<file path="src/rtl/imm_gen_pipe.sv">
// imm_gen_pipe: RV32I/RV64I immediate decoder feeding a DEPTH-entry valid/ready result FIFO.
// IMM_GEN_ILLEGAL_EN adds a per-entry illegal flag and the illegal_o port.
module imm_gen_pipe #(
    parameter int XLEN  = 32,
    parameter int DEPTH = 2
) (
    input  logic            clk_i,
    input  logic            rst_i,
    input  logic            flush_i,
    input  logic            in_valid_i,
    output logic            in_ready_o,
    input  logic [31:0]     ins_i,
    output logic            out_valid_o,
    input  logic            out_ready_i,
    output logic [XLEN-1:0] imm_o,
    output logic [2:0]      fmt_o
`ifdef IMM_GEN_ILLEGAL_EN
    ,
    output logic            illegal_o
`endif
);
    localparam int PW = DEPTH > 1 ? $clog2(DEPTH) : 1;
    localparam int CW = $clog2(DEPTH + 1);
`ifdef IMM_GEN_ILLEGAL_EN
    localparam int EW = XLEN + 4;
`else
    localparam int EW = XLEN + 3;
`endif

    logic [6:0]      op;
    logic [2:0]      f3;
    logic            is_i, is_sh, is_s, is_b, is_u, is_j;
    logic [31:0]     imm32;
    logic [XLEN-1:0] imm_d;
    logic [2:0]      fmt_d;
    logic [EW-1:0]   ent_d, head;
    logic [EW-1:0]   mem_q [DEPTH];
    logic [PW-1:0]   wr_q, wr_d, rd_q, rd_d;
    logic [CW-1:0]   count_q, count_d;
    logic            push, pop;

    assign op    = ins_i[6:0];
    assign f3    = ins_i[14:12];
    assign is_i  = op == 7'h13 || op == 7'h03 || op == 7'h67;
    assign is_sh = op == 7'h13 && (f3 == 3'b001 || f3 == 3'b101);
    assign is_s  = op == 7'h23;
    assign is_b  = op == 7'h63;
    assign is_u  = op == 7'h37 || op == 7'h17;
    assign is_j  = op == 7'h6f;

    // Every format fits in 32 bits; shamt is positive so sign extension widens it correctly.
    assign imm32 = is_sh ? (XLEN == 64 ? {26'b0, ins_i[25:20]} : {27'b0, ins_i[24:20]}) :
                   is_i  ? {{20{ins_i[31]}}, ins_i[31:20]} :
                   is_s  ? {{20{ins_i[31]}}, ins_i[31:25], ins_i[11:7]} :
                   is_b  ? {{19{ins_i[31]}}, ins_i[31], ins_i[7], ins_i[30:25], ins_i[11:8], 1'b0} :
                   is_u  ? {ins_i[31:12], 12'b0} :
                   is_j  ? {{11{ins_i[31]}}, ins_i[31], ins_i[19:12], ins_i[20], ins_i[30:21], 1'b0} :
                           32'b0;
    assign imm_d = XLEN'($signed(imm32));
    assign fmt_d = is_i ? 3'd1 : is_s ? 3'd2 : is_b ? 3'd3 : is_u ? 3'd4 : is_j ? 3'd5 : 3'd0;

`ifdef IMM_GEN_ILLEGAL_EN
    assign ent_d     = {ins_i[1:0] != 2'b11 || fmt_d == 3'd0, fmt_d, imm_d};
    assign illegal_o = head[EW-1];
`else
    assign ent_d = {fmt_d, imm_d};
`endif

    assign in_ready_o  = count_q != CW'(DEPTH);
    assign out_valid_o = count_q != '0;
    assign push        = in_valid_i && in_ready_o;
    assign pop         = out_valid_o && out_ready_i;
    assign head        = out_valid_o ? mem_q[rd_q] : '0;
    assign imm_o       = head[XLEN-1:0];
    assign fmt_o       = head[XLEN+2:XLEN];

    assign wr_d    = flush_i ? '0 : push ? (wr_q == PW'(DEPTH - 1) ? '0 : wr_q + 1'b1) : wr_q;
    assign rd_d    = flush_i ? '0 : pop ? (rd_q == PW'(DEPTH - 1) ? '0 : rd_q + 1'b1) : rd_q;
    assign count_d = flush_i ? '0 : count_q + CW'(push) - CW'(pop);

    always_ff @(posedge clk_i or posedge rst_i) begin
        if (rst_i) begin
            count_q <= '0;
            wr_q    <= '0;
            rd_q    <= '0;
        end else begin
            count_q <= count_d;
            wr_q    <= wr_d;
            rd_q    <= rd_d;
        end
    end

    // Storage needs no reset: the head is masked whenever the FIFO is empty.
    always_ff @(posedge clk_i) begin
        if (push && !flush_i) mem_q[wr_q] <= ent_d;
    end
endmodule
</file>
<file path="config.mk">
export PLATFORM = sky130hd
export DESIGN_NAME = imm_gen_pipe
export DESIGN_NICKNAME = d
export VERILOG_FILES = /design/src/rtl/imm_gen_pipe.sv
export SDC_FILE = /design/constraint.sdc
export NUM_CORES = 1
export LEC_CHECK = 0
export BUFFER_PORTS_ARGS = -buffer_cell sky130_fd_sc_hd__buf_2
export CAP_MARGIN = 40
export CORE_MARGIN = 2
export CORE_UTILIZATION = 30
export CTS_CLUSTER_DIAMETER = 200
export DETAILED_ROUTE_END_ITERATION = 16
export HOLD_SLACK_MARGIN = 0.08
export PLACE_DENSITY = 0.55
export SLEW_MARGIN = 20
export SYNTH_ARGS = -nofsm -noshare
export SYNTH_HDL_FRONTEND = slang
export SYNTH_SLANG_ARGS = --single-unit
</file>
<file path="constraint.sdc">
create_clock -name clk_i -period 7.1 [get_ports clk_i]
set_input_delay 0.71 -clock clk_i [delete_from_list [all_inputs] [get_ports clk_i]]
set_output_delay 0.71 -clock clk_i [all_outputs]
set_load 0.02 [all_outputs]
</file>
==> results of run 1 <==
routing by layer:
metal  vias to the layer above  wire length [µm]
li1                       1157                 -
met1                      1111              3692
met2                        79              3800
met3                         7               498
met4                         0                81
met5                         -                 0
synthesized netlist by cell type, drive strengths merged:
cell type and instances:
mux2i 36, nor2b 7, o31a 1, clkbuf 5, and2 1, or3 1, buf 10, a31oi 1
xnor2 2, inv 4, and3 1, nor2 42, or3b 1, dfrtp 4, a22o 4, or2 11
o311a 1, nor3 2, edfxtp 70, o21ai 13, and3b 1, and4bb 1, ha 2, nor3b 1
or4b 1, nand2b 2, xor2 2, a32o 2, o32a 1, nand2 15, nand3b 2, a21boi 1
a21oi 23, o21a 1, a21o 1, nand4b 2
layout by cell type, fill, tap and decap left out, drive strengths merged, types with 3 or more instances in the layout:
| cell type | Yosys | final |
|---|---|---|
| a21oi | 23 | 23 |
| a22o | 4 | 4 |
| buf | 10 | 79 |
| clkbuf | 5 | 10 |
| clkinv | 0 | 3 |
| dfrtp | 4 | 4 |
| edfxtp | 70 | 70 |
| inv | 4 | 4 |
| mux2i | 36 | 36 |
| nand2 | 15 | 15 |
| nor2 | 42 | 42 |
| nor2b | 7 | 7 |
| o21ai | 13 | 13 |
| or2 | 11 | 11 |
worst max-delay path: stages, from the launching register on:
cell and delay (ns):
dfrtp_2 0.75, buf_12 0.26, mux2i_1 0.29, nor2_1 0.07, buf_2 0.17
state kept, by name (all words and copies together) (netlist names):
name,flops
wr_q,1
count_q,2
mem_q,70
rd_q,1
cell families (layout without fill, tap and decap cells):
kind of cell / Yosys count / count (layout) / synth area share, %
adders and majority gates: 2 / 2 / 0.7137
DFF: 74 / 74 / 62.81
xor gates and xnor gates: 4 / 4 / 0.9995
and+or+nand+nor: 91 / 91 / 12.96
buffers and inverters: 19 / 99 / 2.962
muxes: 36 / 36 / 10.28
AOI/OAI and AO/OA: 49 / 49 / 9.279
stage by stage:
step	util, %	cells	hold WS [ns]	worst slack (ns)
2_1_floorplan	-	275	0.4761	3.186
3_3_place_gp	35.01	479	0.5522	4.439
3_5_place_dp	35.36	482	0.5858	4.578
4_1_cts	37.87	498	0.2532	4.466
5_1_grt	37.87	498	0.2612	4.384
6_report	37.87	498	0.2595	4.510
layout make-up:
type	count	area (µm²)
clock buffers	10	229.0
multi-input cells	182	1212
repair buffers	79	427.9
fillers	1162	7094
inverters	4	15.01
well taps	143	178.9
clock inverters	6	57.56
flip-flops and latches	74	2203
worst min-delay path by stage:
| stage | start | to | slack (ns) |
|---|---|---|---|
| global route | rst_i | wr_q | 0.26 |
| detailed placement | wr_q | wr_q | 0.59 |
| CTS | rst_i | wr_q | 0.25 |
| global placement | wr_q | wr_q | 0.55 |
| finish | rst_i | wr_q | 0.26 |
| floorplan | rst_i | count_q[0] | 0.48 |
power groups by stage:
stage	clock, W	sequential (W)	combinational (W)
2_1_floorplan	0	0.000540	0.000317
3_3_place_gp	0	0.000576	0.000430
3_5_place_dp	0	0.000562	0.000456
4_1_cts	0.000439	0.000553	0.000457
5_1_grt	0.000456	0.000557	0.000488
6_report	0.000430	0.000551	0.000444
==> metrics.cfg, run 1 <==
[run_status]
outcome = completed

[timing]
rsz0062_at_grt = false
slew_headroom_pct = 59.41
min_period_ns = 2.590
max_freq_ghz = 0.3861
finalCritPeriodShare_pct = 36.48
tns_ns = 0
hold_viol = 0
fin_skew_ns = 0.004317
slew_violations = 0
tightest_slew_ns = 0.6052
setup_viol = 0

[critical_path]
path_max_fanout = 19
crit_path_start_kind = flip-flop
worstSetupEndpointType = output pin
crit_required_ns = 6.39
critPathKind = reg2out
ff2ff_path_depth = 10
worst_setup_path_startpoint = rd_q
r2r_start = count_q[1]
arrival_ns = 1.88
crit_path_end = imm_o[13]
r2r_slack_ns = 4.98
reg2reg_to = count_q[1]

[pwr]
finalPower_w = 0.001424
power_leakage_nw = 1.632
comb_power_share_pct = 31.1
p_clk_share_pct = 30.2
p_switching_w = 0.0004751
internal_power_w = 0.0009494
p_seq_share_pct = 38.7
switching_share_pct = 33.35
cellPowerDensity_mw_per_mm2 = 329.4
ir_worst_vdd_v = 0.0002236

[place]
gp_congestion = 0.8323
dp_hpwl_um = 5388
placed_cell_area_mm2 = 0.004038
io_buffers = 73

[die]
die_w_um = 112.1
core_area_mm2 = 0.01142
initial_core_util_pct = 30.70
io_pins = 74
die_h_um = 112.1
rows = 39
dieArea_mm2 = 0.01257

[synth]
synth_area_leader_cell = edfxtp_1
netlist_top_cells_area = edfxtp_1 (60%), mux2i_1 (10%), nor2_1 (4.5%)
syn-instance-count = 275
netlist.area_leader.share_pct = 59.96
ys_ff_latch = 74
synth_nets = 314
ys_seq_area_share_pct = 62.81
synthDistinctLibCells = 44
syn_area_per_cell_um2 = 12.75
synth.cell_area_mm2 = 0.003506
synth_warnings = 0

[grt]
gr-usage-met1_pct = 17.78
grt_start_max_net_pins = 37
grt.total_usage_pct = 12.94
grt.busiest_layer = met2
antenna_found_initial = 0
gr-usage-met3_pct = 2.700
grt_pass1_vias = 2436
grt_pass1_wl_um = 12520
met2_usage_pct = 20.16
grt_overflow_total = 0

[detailed_routing]
wirelength_um = 8072
via_per_inst = 4.727
ant_nets = 0
drt_first_pass_iters = 4
drc = 0
num_vias = 2354
drtIter0Drc = 115
wl_per_cell_um = 16.21

[clock_network]
h-tree-depth = 3
clk_latency_ns = 0.32
cts_buffers = 9
cts_max_path_buffers = 2
clk_pin_slew_ns = 0.06
cts_hold_repair.buffers = 0
cts.sinks = 74
post_cts.repair.setup_buffers = 0
cts_tree = built
root_buffer = clkbuf_16
ctsResizeCount = 0

[hold_path]
hold_class = in2async

[final_layout]
drive_gt1_share_pct = 30.99
design_area_mm2 = 0.004324
syn_to_final_growth_pct = 23.34
final_nets = 389
n_antenna_cell = 0

[flow_run]
maxCapViolations = 0

Note: power is estimated with default switching activity, not from simulation.
==> inputs of run 2 (changes only) <==
- clock period: 7.1 -> 2.7 ns (I/O delays scaled with it)
==> metrics.cfg, run 2 (same netlist as run 1, synthesis figures left out) <==
[run_status]
outcome = completed

[detailed_routing]
wl_per_cell_um = 15.95  ; -1.6%
drtIter0Drc = 212  ; +84%
num_vias = 2415  ; +2.6%
drc = 0  ; unchanged
via_per_inst = 4.840  ; +2.4%
wirelength_um = 7961  ; -1.4%
drt_first_pass_iters = 4  ; unchanged
ant_nets = 0  ; unchanged

[clock_network]
cts_max_path_buffers = 2  ; unchanged
cts.sinks = 74  ; unchanged
cts_buffers = 9  ; unchanged
root_buffer = clkbuf_16
clk_latency_ns = 0.33  ; about the same
cts_tree = built
ctsResizeCount = 0  ; unchanged
clk_pin_slew_ns = 0.06  ; about the same
h-tree-depth = 3  ; unchanged

[grt]
grt_pass1_wl_um = 12340  ; -1.4%
grt_pass1_vias = 2376  ; -2.5%
grt.total_usage_pct = 12.89  ; -0.047 points
grt.busiest_layer = met2
grt_start_max_net_pins = 36  ; -2.7%
gr-usage-met1_pct = 17.85  ; +0.064 points
gr-usage-met3_pct = 4.158  ; +1.5 points
met2_usage_pct = 19.36  ; -0.80 points
grt_overflow_total = 0  ; unchanged
antenna_found_initial = 0  ; unchanged

[final_layout]
fillers = 1131  ; -2.7%
seqCellArea_mm2 = 0.002203  ; unchanged
mostFrequentLayoutCells = buf_2 (73), edfxtp_1 (70), nor2_1 (41)
reg.largest.list = mem_q: 70 flops, count_q: 2 flops
final_nets = 390  ; +0.26%
multi_input_area_mm2 = 0.001225  ; +1.0%
mostFrequentLayoutCell = buf_2
largest_reg_flops = 70  ; unchanged
top_register = mem_q
n_antenna_cell = 0  ; unchanged
final_util_pct = 38.15  ; +0.28 points
syn_to_final_growth_pct = 24.27
drive_gt1_share_pct = 31.46  ; +0.47 points

[timing]
slew_headroom_pct = 60.25  ; +0.83 points
rsz0062_at_grt = false
max_freq_ghz = 0.4759
finalCritPeriodShare_pct = 77.83
slew_violations = 0  ; unchanged
setup_viol = 0  ; unchanged
hold_viol = 0  ; unchanged
tightest_slew_ns = 0.5928  ; -0.01240 ns
tns_ns = 0  ; unchanged
min_period_ns = 2.101
fin_skew_ns = 0.005933  ; +0.001616 ns

[critical_path]
critPathKind = reg2out
crit_required_ns = 2.43  ; -3.96 ns
crit_path_start_kind = flip-flop
ff2ff_path_depth = 8  ; -2
slowest_delay_ns = 0.71  ; -0.04 ns
arrival_ns = 1.83  ; -0.05 ns
worstSetupEndpointType = output pin
path_max_fanout = 20  ; +1
crit_path_top_delay_cell = dfrtp_2
crit_chain = buf_12, mux2i_1, nor2_1, buf_2

[die]
die_w_um = 112.1  ; unchanged
dieArea_mm2 = 0.01257  ; unchanged
die_h_um = 112.1  ; unchanged
core_area_mm2 = 0.01142  ; unchanged
rows = 39  ; unchanged
io_pins = 74  ; unchanged
initial_core_util_pct = 30.70  ; unchanged

[place]
dp_hpwl_um = 5319  ; -1.3%
gp_congestion = 0.8699  ; +4.5%
io_buffers = 73  ; unchanged

[pwr]
cellPowerDensity_mw_per_mm2 = 874.4  ; +170%
ir_worst_vdd_v = 0.0006923  ; +210%
power_leakage_nw = 1.650  ; +1.1%

[hold_path]
hold_path_depth = 2
hold_class = in2reg

[flow_run]
maxCapViolations = 0  ; unchanged

run 2: cell types whose count changed in the layout (fill, tap and decap cells not counted), sizes merged:
cell and change:
clkbuf -1, inv +3, dlygate4sd3 +1, clkinvlp -1
clkinv -1
run 2: power by group:
| group | switching, W | internal [W] | leakage [nW] | total (W) |
|---|---|---|---|---|
| clock | 0.000466 | 0.000723 | 0.144 | 0.00119 |
| sequential | 0.0000780 | 0.00137 | 0.712 | 0.00145 |
| combinational | 0.000751 | 0.000424 | 0.794 | 0.00118 |
| total | 0.00130 | 0.00251 | 1.65 | 0.00381 |
run 2: worst paths after layout:
kind	startpoint	end	slack, ns
max in group asynchronous	rst_i	rd_q	2.17
min in group asynchronous	rst_i	count_q[1]	0.36
worst max-delay path	rd_q	imm_o[26]	0.60
worst min register to register	count_q[1]	count_q[1]	0.60
worst min-delay path	flush_i	count_q[0]	0.23
worst max register to register	count_q[0]	count_q[1]	0.95
run 2: repair_timing:
action	4_1_cts	5_1_grt
hold endpoints to repair	4	0
setup buffers	0	0
hold buffers	1	0
run 2: layout make-up:
cell class	instances	share of cell area [%]
sequential	74	50.57
multi-input combinational	182	28.12
timing repair buffer	80	9.937
clock buffer	9	5.169
tap	143	4.107
clock inverter	7	1.752
inverter	4	0.3446
run 2: stage by stage:
stage | hold slack, ns | power, W | cell area, µm² | setup WS (ns) | cells
2_1_floorplan | 0.03608 | 0.002252 | 3516 | 0.07361 | 275
3_3_place_gp | 0.1598 | 0.002657 | 4045 | 0.8369 | 482
3_5_place_dp | 0.1653 | 0.002671 | 4045 | 0.7169 | 482
4_1_cts | 0.2175 | 0.003865 | 4357 | 0.5667 | 499
5_1_grt | 0.2154 | 0.004013 | 4357 | 0.4823 | 499
6_report | 0.2256 | 0.003810 | 4357 | 0.5986 | 499
run 2: critical path, delay by kind of cell, from the launching register on:
family,cells,cell delay [ns]
buffers and inverters,2,0.43
flip-flops,1,0.71
multiplexers,1,0.29
AND/OR/NAND/NOR,1,0.06
run 2: per-layer routing:
layer  part of all wire [%]  vias to the layer above
met5                      0                        -
met4                    1.5                        0
met3                    5.8                       10
met2                     46                       84
met1                     47                     1163
li1                       -                     1158
==> inputs of run 3 (changes only) <==
- ABC_AREA: not set -> 1
- clock period: 2.7 -> 2 ns (I/O delays scaled with it)
==> metrics.cfg, run 3 <==
[run_status]
outcome = completed

[final_layout]
top_register = mem_q
final_util_pct = 38.10  ; -0.053 points
mostFrequentLayoutCells = nand2_1 (150), buf_2 (73), edfxtp_1 (70)
final_nets = 511  ; +31%
drive_gt1_share_pct = 24.11  ; -7.4 points
reg.largest.list = mem_q: 70 flops, count_q: 2 flops
largest_reg_flops = 70  ; unchanged
syn_to_final_growth_pct = 25.24
design_area_mm2 = 0.004519  ; +3.7%
mostFrequentLayoutCell = nand2_1
n_antenna_cell = 0  ; unchanged

[pwr]
switching_share_pct = 35.44  ; +1.4 points
power_leakage_nw = 2.157  ; +31%
p_switching_w = 0.001813  ; +40%
internal_power_w = 0.003303  ; +31%
ir_worst_vdd_v = 0.0004590  ; -34%
finalPower_w = 0.005116  ; +34%
p_seq_share_pct = 37.2  ; -0.7 points
cellPowerDensity_mw_per_mm2 = 1132  ; +29%
comb_power_share_pct = 32.4  ; +1.5 points
p_clk_share_pct = 30.4  ; -0.8 points

[die]
die_h_um = 113.7  ; +1.4%
die_w_um = 113.7  ; +1.4%
core_area_mm2 = 0.01186  ; +3.9%
initial_core_util_pct = 30.42  ; -0.28 points
rows = 40  ; +2.6%
dieArea_mm2 = 0.01292  ; +2.8%
io_pins = 74  ; unchanged

[clock_network]
cts_buffers = 9  ; unchanged
h-tree-depth = 3  ; unchanged
cts_max_path_buffers = 2  ; unchanged
cts.sinks = 74  ; unchanged
root_buffer = clkbuf_16
clk_latency_ns = 0.33  ; about the same
cts_tree = built
post_cts.repair.setup_buffers = 0  ; unchanged
clk_pin_slew_ns = 0.06  ; about the same

[timing]
min_period_ns = 1.814
slew_violations = 0  ; unchanged
tightest_slew_ns = 0.4709  ; -0.1220 ns
slew_headroom_pct = 68.49  ; +8.2 points
finalCritPeriodShare_pct = 90.68
rsz0062_at_grt = false
worst_hold_slack_ns = 0.2039  ; -0.02163 ns
tns_ns = 0  ; unchanged
fin_skew_ns = 0.003358  ; -0.002575 ns
setup_viol = 0  ; unchanged
hold_viol = 0  ; unchanged
max_freq_ghz = 0.5514

[synth]
netlist.area_leader.share_pct = 58.25  ; -1.7 points
yosys-top-cells-count = nand2_1 (150), edfxtp_1 (70), inv_1 (42)
synth_warnings = 0  ; unchanged
yosysMostFrequentCell = nand2_1
syn-instance-count = 393  ; +43%
synth_top_flop_cell = edfxtp_1
netlist_top_cells_area = edfxtp_1 (58%), nand2_1 (16%), a21oi_1 (5.1%)
synth_nets = 432  ; +38%
synth.cell_area_mm2 = 0.003608  ; +2.9%
ys_seq_area_share_pct = 61.03  ; -1.8 points
synth_area_leader_cell = edfxtp_1
ys_ff_latch = 74  ; unchanged
synthDistinctLibCells = 23  ; -48%
syn_area_per_cell_um2 = 9.182  ; -28%
synth_async_sr_flop_share_pct = 5.405  ; unchanged
synth_edf_count = 70  ; unchanged

[grt]
grt_overflow_total = 0  ; unchanged
grt_pass1_wl_um = 13610  ; +10%
met2_usage_pct = 22.20  ; +2.8 points
gr-usage-met1_pct = 18.28  ; +0.43 points
grt_start_max_net_pins = 38  ; +5.6%
grt_pass1_vias = 2783  ; +17%
grt.busiest_layer = met2
grt.total_usage_pct = 13.88  ; +0.99 points
gr-usage-met3_pct = 3.401  ; -0.76 points
antenna_found_initial = 0  ; unchanged

[place]
io_buffers = 73  ; unchanged
dp_hpwl_um = 5974  ; +12%
placed_cell_area_mm2 = 0.004197  ; +3.7%
gp_congestion = 0.8732  ; +0.38%

[critical_path]
crit_path_top_delay_cell = dfrtp_1
path_max_fanout = 22  ; +10%
crit_chain = clkinvlp_4, buf_12, nand2_1, a21oi_1, buf_2
ff2ff_path_depth = 7  ; -1
arrival_ns = 1.61  ; -0.22 ns
r2r_start = count_q[1]
path_buf_inv = 3  ; +1
cp.depth = 5  ; +1
slowest_delay_ns = 0.41  ; -0.30 ns
worstSetupEndpointType = output pin
crit_required_ns = 1.80  ; -0.63 ns
crit_path_start_kind = flip-flop
worst_setup_path_startpoint = rd_q
critPathKind = reg2out
cpLargestDelayFamily = buffers and inverters

[hold_path]
worstHoldStart = ins_i[10]
hold_path_depth = 3  ; +1
hold_class = in2reg

[detailed_routing]
via_per_inst = 4.487  ; -7.3%
drt_first_pass_iters = 4  ; unchanged
wirelength_um = 8562  ; +7.5%
drtIter0Drc = 158  ; -25%
num_vias = 2800  ; +16%
wl_per_cell_um = 13.72  ; -14%
drc = 0  ; unchanged
ant_nets = 0  ; unchanged

[flow_run]
maxCapViolations = 0  ; unchanged

run 3: worst paths after layout:
check	end	slack (ns)
min in group asynchronous	count_q[1]	0.30
hold reg to reg	wr_q	0.58
max in group asynchronous	rd_q	1.54
setup / recovery	imm_o[22]	0.19
hold / removal	mem_q[0][3]	0.20
setup reg to reg	count_q[1]	0.47
run 3: kinds of logic (layout without fill, tap and decap cells):
group | Yosys count | count (layout) | share of synthesized area (%)
AOI/OAI and AO/OA | 47 | 47 | 6.519
DFF | 74 | 74 | 61.03
buffers and inverters | 59 | 143 | 6.692
adders and majority gates | 2 | 2 | 0.6934
and+or+nand+nor | 210 | 210 | 24.83
xor gates and xnor gates | 1 | 1 | 0.2428
run 3: metal layers:
| metal | up-vias | routed length (µm) |
|---|---|---|
| met4 | 0 | 125 |
| met1 | 1281 | 3977 |
| met5 | - | 0 |
| li1 | 1434 | - |
| met2 | 78 | 4006 |
| met3 | 7 | 453 |
run 3: timing repair:
action | 4_1_cts | 5_1_grt
hold buffers | 2 | 0
resized for setup | 0 | 2
setup endpoints to repair | 0 | 22
endpoints found under the hold margin | 5 | 0
run 3: cell type report:
cell class,instances,area [µm²]
clock buffer,9,225.2
tap,147,183.9
inverter,44,168.9
sequential,74,2202
fill,1167,7342
multi-input combinational,260,1182
timing repair buffer,83,486.7
clock inverter,7,70.07
run 3: through the flow:
step | std cells | worst slack (ns)
finish | 624 | 0.1864
global placement | 606 | 0.3792
CTS | 624 | 0.07045
detailed placement | 606 | 0.3774
floorplan | 393 | -0.1099
global route | 624 | 0.07035
run 3: power by group through the flow:
stage	clock [W]	sequential (W)	combinational (W)
floorplan	0	0.00192	0.00103
global placement	0	0.00193	0.00167
detailed placement	0	0.00193	0.00168
CTS	0.00159	0.00190	0.00169
global route	0.00166	0.00192	0.00181
finish	0.00156	0.00190	0.00166
run 3: worst register-to-register path: cells and delay by family, from the launching register on:
kind | cells | cell delay [ns]
fa+ha+maj | 2 | 0.45
simple gates | 2 | 0.27
flops | 1 | 0.41
compound gates | 2 | 0.24
buf+inv | 1 | 0.04
